==> config.mk <==
export PLATFORM = sky130hd
export DESIGN_NAME = div_request_stage
export DESIGN_NICKNAME = d
export VERILOG_FILES = /design/src/rtl/div_request_stage.sv
export SDC_FILE = /design/constraint.sdc
export NUM_CORES = 1
export LEC_CHECK = 0
export BUFFER_PORTS_ARGS = -buffer_cell sky130_fd_sc_hd__buf_2
export CAP_MARGIN = 25
export CORE_ASPECT_RATIO = 0.75
export CORE_MARGIN = 2
export CORE_UTILIZATION = 35
export DETAILED_ROUTE_END_ITERATION = 10
export PLACE_DENSITY = 0.57
export SYNTH_ARGS = -nofsm -noshare
export SYNTH_HDL_FRONTEND = slang
export SYNTH_SLANG_ARGS = --single-unit
==> constraint.sdc <==
create_clock -name clk -period 3.15 [get_ports clk]
set_clock_uncertainty 0.2 [all_clocks]
set_input_delay 0 -clock clk [delete_from_list [all_inputs] [get_ports clk]]
set_output_delay 0 -clock clk [all_outputs]
set_load 0.005 [all_outputs]
==> src/rtl/div_request_stage.sv <==
// Issue stage ahead of the combinational 16/8 divider: buffers requests, waits a
// settle interval, then captures the divider result (or a local /0 trap) into a
// valid/ready output register.
module div_request_stage #(
   parameter int DEPTH         = 4,
   parameter int TAG_W         = 4,
   parameter int SETTLE_CYCLES = 1
) (
   input  logic             clk,
   input  logic             rst,
   input  logic             in_valid,
   output logic             in_ready,
   input  logic [15:0]      in_dividend,
   input  logic [7:0]       in_divisor,
   input  logic [TAG_W-1:0] in_tag,
   output logic [15:0]      div_dividend,
   output logic [7:0]       div_divisor,
   input  logic [7:0]       div_quotient,
   input  logic [7:0]       div_remainder,
   input  logic             div_done,
   output logic             out_valid,
   input  logic             out_ready,
   output logic [7:0]       out_quotient,
   output logic [7:0]       out_remainder,
   output logic [TAG_W-1:0] out_tag,
   output logic [1:0]       out_status
);
   localparam int PTR_W = $clog2(DEPTH);
   localparam int CNT_W = (SETTLE_CYCLES > 1) ? $clog2(SETTLE_CYCLES) : 1;
   localparam logic [CNT_W-1:0] CNT_LOAD = CNT_W'(SETTLE_CYCLES - 1);
   localparam logic [PTR_W:0]   FULL     = (PTR_W + 1)'(DEPTH);
   localparam logic [PTR_W:0]   ONE      = (PTR_W + 1)'(1);

   typedef struct packed {
      logic [15:0]      dividend;
      logic [7:0]       divisor;
      logic [TAG_W-1:0] tag;
   } req_t;

   typedef enum logic [1:0] {IDLE, SETTLE, CAPTURE} state_t;

   req_t             mem [DEPTH];
   req_t             head;
   logic [PTR_W-1:0] wr_ptr, rd_ptr;
   logic [PTR_W:0]   count;
   logic             push, pop;
   logic [15:0]      last_dividend;
   logic [7:0]       last_divisor;

   state_t           state, state_nxt;
   logic [CNT_W-1:0] cnt, cnt_nxt;
   logic             capture, can_cap, head_zero;

   assign head      = mem[rd_ptr];
   assign in_ready  = (count != FULL);
   assign push      = in_valid && in_ready;
   assign pop       = capture;
   assign head_zero = (head.divisor == 8'h00);
   assign can_cap   = !out_valid || out_ready;

   // Operands follow the head entry; when empty they hold what was last presented.
   assign div_dividend = (count != '0) ? head.dividend : last_dividend;
   assign div_divisor  = (count != '0) ? head.divisor  : last_divisor;

   always_ff @(posedge clk) begin
      if (push) mem[wr_ptr] <= '{dividend: in_dividend, divisor: in_divisor, tag: in_tag};
   end

   always_ff @(posedge clk or posedge rst) begin
      if (rst) begin
         wr_ptr        <= '0;
         rd_ptr        <= '0;
         count         <= '0;
         last_dividend <= '0;
         last_divisor  <= '0;
      end else begin
         if (push) wr_ptr <= wr_ptr + 1'b1;
         if (pop)  rd_ptr <= rd_ptr + 1'b1;
         case ({push, pop})
            2'b10:   count <= count + 1'b1;
            2'b01:   count <= count - 1'b1;
            default: count <= count;
         endcase
         if (count != '0) begin
            last_dividend <= head.dividend;
            last_divisor  <= head.divisor;
         end
      end
   end

   always_ff @(posedge clk or posedge rst) begin
      if (rst) begin
         state <= IDLE;
         cnt   <= '0;
      end else begin
         state <= state_nxt;
         cnt   <= cnt_nxt;
      end
   end

   always_comb begin
      state_nxt = state;
      cnt_nxt   = cnt;
      capture   = 1'b0;
      case (state)
         IDLE: begin
            if (count != '0) begin
               cnt_nxt   = CNT_LOAD;
               state_nxt = SETTLE;
            end
         end
         SETTLE: begin
            if (cnt == '0) state_nxt = CAPTURE;
            else           cnt_nxt   = cnt - 1'b1;
         end
         CAPTURE: begin
            // A zero divisor never waits on div_done: its result is trapped here.
            if (can_cap && (head_zero || div_done)) begin
               capture = 1'b1;
               if (count > ONE) begin
                  cnt_nxt   = CNT_LOAD;
                  state_nxt = SETTLE;
               end else begin
                  state_nxt = IDLE;
               end
            end
         end
         default: state_nxt = IDLE;
      endcase
   end

   always_ff @(posedge clk or posedge rst) begin
      if (rst) begin
         out_valid     <= 1'b0;
         out_quotient  <= '0;
         out_remainder <= '0;
         out_tag       <= '0;
         out_status    <= 2'b00;
      end else if (capture) begin
         out_valid     <= 1'b1;
         out_tag       <= head.tag;
         out_quotient  <= head_zero ? 8'hFF : div_quotient;
         out_remainder <= head_zero ? 8'h00 : div_remainder;
         out_status    <= head_zero ? 2'b01 : 2'b00;
      end else if (out_ready) begin
         out_valid <= 1'b0;
      end
   end
endmodule

# After elaboration in Yosys (flattened, before gate mapping)
# Memories as Yosys holds them, arrays and structs flattened.
# Cells that the tools add are included.
# word_totals
regBits,57
ram_bits,112
inputBits,49
output_inout_bits,48
word_cells,63
memories,1
# mem_list
memory,words,width,rd,rd_ports_with_merged_regs,write_ports,line,source
mem,4,28,1,0,1,42,req_t mem [DEPTH];
# op_classes
n_addsub,5
order_cmp,1
eq_ne,9
muxes,22
reduce_logical,13
# ops
cell,count
two-way mux 8 bit,3
two-way mux 16 bit,1
two-way mux 1 bit,12
logical NOT 8 bit,1
!= test 2 bit (second input constant),4
two-way mux 2 bit,3
case mux 2 bit (3 select lines),1
case mux 3 bit (2 select lines),1
nonzero test 3 bit,2
adder 2 x 1 -> 2 bit (second input constant),2
equality test 2 x 1 -> 1 bit (second input constant),2
equality test 2 bit (second input constant),2
AND reduction 4 bit,1
nonzero test 2 bit,2
adder 3 x 1 -> 3 bit (second input constant),1
> comparator 3 x 1 -> 1 bit (second input constant),1
!= test 3 bit (second input constant),1
case mux 1 bit (3 select lines),1
AND reduction 3 bit,1
subtractor 3 x 1 -> 3 bit (second input constant),1
logical AND 1 bit,2
logical NOT 2 bit,1
logical OR 1 bit,2
logical NOT 1 bit,1
subtractor 1 bit (second input constant),1

# Depth between registers and ports, before layout
# An unclocked memory read counts as a cell.
# logic_depth
ltp_word,8
mapped_depth,10
depth_no_buf,9

# Least setup slack after synthesis
# No wires, ideal clock.
# synth_path
kind,flip-flop to flip-flop
from,register rd_ptr[0]
to,register count[2]
setup_time_ps,125
arrival_ps,2447
required_time_ps,2825
setup_slack_ps,378
path_stages_with_launch,11
path_buffers,2
period_less_slack_ps,2772
path_cell_list,dfrtp_1 -> buf_6 -> buf_8 -> mux4_2 -> nor4_1 -> a21oi_1 -> nor2_1 -> ha_1 -> mux2i_1 -> nor2_1 -> xor2_1
# synth_via
elab_chain_len,8
elab_cells_between_ends,10
cone_classes,2 x eq/ne; 3 x mux; 4 x reduce/logical; 1 x memory
# synth_rtl
element,line,source
"start, declared",44,"logic [PTR_W-1:0] wr_ptr, rd_ptr;"
"start signal, assigned",78,if (pop) rd_ptr <= rd_ptr + 1'b1;
memory (4 x 28 bit) *,n/a,
logical NOT 8 bit *,58,assign head_zero = (head.divisor == 8'h00);
logical OR 1 bit *,118,if (can_cap && (head_zero || div_done)) begin
logical AND 1 bit *,118,
two-way mux 1 bit *,118,
two-way mux 1 bit *,105,case (state)
named net capture,52,"logic capture, can_cap, head_zero;"
equality test 2 x 1 -> 1 bit or equality test 2 bit (tied branches),79,"case ({push, pop})"
case mux 3 bit (2 select lines) or nonzero test 2 bit (tied branches),n/a,
"end signal, assigned",80,2'b10: count <= count + 1'b1;
"end signal, assigned",81,2'b01: count <= count - 1'b1;
"end signal, assigned",82,default: count <= count;
"end, declared",45,logic [PTR_W:0] count;
# The timed path passes the listed nets; every way through them passes the cells marked *.
# A chain may end at the register's enable or synchronous reset.

# Worst setup path after layout
# Ends and elaborated chain as after synthesis.

==> summary.md <==
| Metric | Value |
|---|---|
| CORE AREA | 18600 sq um |
| Chip width | between 150 and 200 um |
| Sink Count | roughly 170 |
| Yosys warns | 0 |
| Final Util | ~46% |
| CP endpoint kind | flop |
| Post-synth EDFFs | roughly 110 |
| TritonCTS clock tree | yes |
| Leak | 3.30 nW |
| Tightest Pin Transition | 0.838 ns |
| Slew HR | a little over two fifths |
| Synthesized cell area | 6650 sq um |
| Final setup vio count | 0 |
| Die area | ~20000 sq um |
| Via-to-Cell Ratio | 4.89 |
| Max-slew violations | 0 |
| Share of layout cells above drive strength 1 | 37.9% |
| Die Ht | about 120 um |
| Met1 Track Usage GR | between 10% and 20% |
| # IOs | 97 |
| CP dominant cell by count | nor2_1 |
| Most crowded layer after global routing | met2 |
| Met2 Track Usage GR | a little under a quarter |
| Aggregate global routing overflow | 0 |
| Row count | 43 |
| CP arrival | 3.03 ns |
| Final Cycle Share | between 90% and 100% |
| Synth area leaders | edfxtp_1, dfrtp_1, mux4_2 |
| Starting Density | 35.8% |
| Commonest cells post-synth | edfxtp_1, dfrtp_1, mux4_2, mux2_2 |
| Crit path kind | reg -> reg |
| Antenna violations before repair | 0 |
| ANT nets after route | 0 |
| First-pass DRT Iterations | 4 |
| Slowest CP cell | mux4_2 |
| GRT Overall Usage | 14.7% |
| Syn-to-layout area delta | 28.4% |
| N_diodes | 0 |
| Unique masters post-synth | 38 |
| GPL Wtd Cong | around 0.74 |
| Clk Latency, worst-skew pair | 0.42 ns |
| Wire length per cell | around 18 um |
| Seq/Total Area, Yosys | between 70 and 80% |
| CTS Buf Count | 17 |
| Hold crit path type | in -> reg |
| Syn avg cell area | 18.2 sq um |
| Fin Setup TNS | 0 ns |
| Routed vias | about 3800 |
| Max Clk Rate | around 340 MHz |
| Fin. Hold Viols | 0 |
| Clock root buffer master | clkbuf_16 |
| # nets final | about 580 |
| Final HPWL DP | 8840 um |
| Max_cap viols | 0 |
| Syn Nets | 423 |
| Unrepaired setup endpoints after global routing | no |
| Crit path max-delay family | multiplexers |
| Vias in the first global route | about 3900 |
| Reg clk slew, reported paths | 0.06 ns |
| WP buf/inv | 0 |
| # placed instances | between 700 and 800 |
| Largest net degree at the start of global routing | 42 |
| First-pass GRT wire length | 21600 um |
| Met3 usage | ~4.6% |
| CTS Buffer Depth | 2 |
| Peak VDD IR | between 400 and 500 uV |
| DRC viols | 0 |
| Outcome | completed |
| Most numerous cell in the Yosys netlist | edfxtp_1 |
| IO buf count | 95 |
| Final cell count without fillers | 783 |
| Initial drt markers | 370 |
| CP max stage delay | 0.59 ns |
| Minimum clock period | 2.93 ns |
| Startpoint Class | flop |
| WL final | 14000 um |
| Number of setup buffers added after CTS | 0 |
| Pwr Density | 916 nW/um^2 |
| Post-synth top area share | between 50% and 60% |
| CP required | 3.25 ns |
| CTS H-tree depth | 4 |
| Gate Count Post-Synth | ~370 |
| Async S/R FF share, synth | 32.9% |
| Top FF cell, synth | edfxtp_1 |
| Critical path, cell by cell | mux4_2 -> nor4_1 -> a21oi_1 -> nor2_1 -> ha_1 -> mux2i_1 -> nor2_1 -> xor2_1 |
| Critical-path maximum fanout | 11 |
| #FFs+latches synth | 167 |
| Leading area contributor after synthesis | edfxtp_1 |
[state kept, by name, summed over array words and instances, names as in the netlist]
register       cells
count              3
last_dividend     16
last_divisor       8
out_quotient       8
mem              112
out_status         1
wr_ptr             2
out_tag            4
rd_ptr             2
out_remainder      8
out_valid          1
state              2
[where the power goes]
group / switching, mW / internal, mW
sequential: 0.298 / 3.00
combinational: 1.21 / 1.22
clock: 0.826 / 1.27
[per-stage QoR]
step	instance area, sq um	setup slack, ns	hold WS (ns)	total power, mW
after global routing	8540	0.0414	0.119	8.30
final	8540	0.221	0.125	7.82
after CTS	8510	0.158	0.103	7.93
after global placement	7430	0.267	0.00901	5.69
after detailed placement	7430	0.183	0.0167	5.76
after floorplan	6650	0.378	-0.101	4.84
[cell type report]
class | instances | area (sq um)
inverters | 7 | 26.3
fillers | 1622 | 10000
flip-flops and latches | 167 | 4740
well taps | 247 | 309
clock inverters | 11 | 149
repair buffers | 159 | 1090
multi-input cells | 171 | 1780
clock buffers | 21 | 450
[logic make-up after synthesis]
family                     Yosys count  share of synthesized area, %
AOI/OAI and AO/OA                   59                          7.07
xor gates and xnor gates             5                         0.659
adders and majority gates            9                          1.69
buffers and inverters               27                          2.05
DFF                                167                          71.3
muxes                               54                          14.0
other                                1                        0.0564
and+or+nand+nor                     43                          3.25
[placed cells by master, fill, tap and decap left out, types with 9 or more instances in the layout]
| cell type | n |
|---|---|
| buf_4 | 14 |
| buf_2 | 95 |
| mux4_2 | 26 |
| edfxtp_1 | 112 |
| ha_1 | 9 |
| dfrtp_1 | 53 |
| mux2_2 | 24 |
| o21ai_0 | 14 |
| nor2_1 | 11 |
| o211ai_1 | 10 |
| nand2_1 | 14 |
| dlygate4sd3_1 | 49 |
| clkbuf_16 | 17 |
[timing repair]
action / in CTS / in global routing
hold buffers: 48 / 1
resized for setup: 0 / 1
endpoints found under the hold margin: 190 / 9
endpoints found under the setup margin: 0 / 1
[worst paths after layout]
kind	start	endpoint	slack, ns	depth (start not counted)
worst max-delay path	rd_ptr[0]	count[2]	0.22	8
worst min-delay path	in_dividend[12]	mem[3][24]	0.12	2
worst max register to register	rd_ptr[0]	count[2]	0.22	8
worst min register to register	last_dividend[3]	last_dividend[3]	0.29	1
max in group asynchronous	rst	out_remainder[5]	1.59	6
min in group asynchronous	rst	last_dividend[1]	0.41	4
[layer usage]
metal  share of wire [%]  vias to the layer above
li1                    -                     1769
met1                  48                     1935
met2                  46                      116
met3                 5.3                       12
met4                0.62                        0
met5                   0                        -
(Power assumes the default switching activity.)
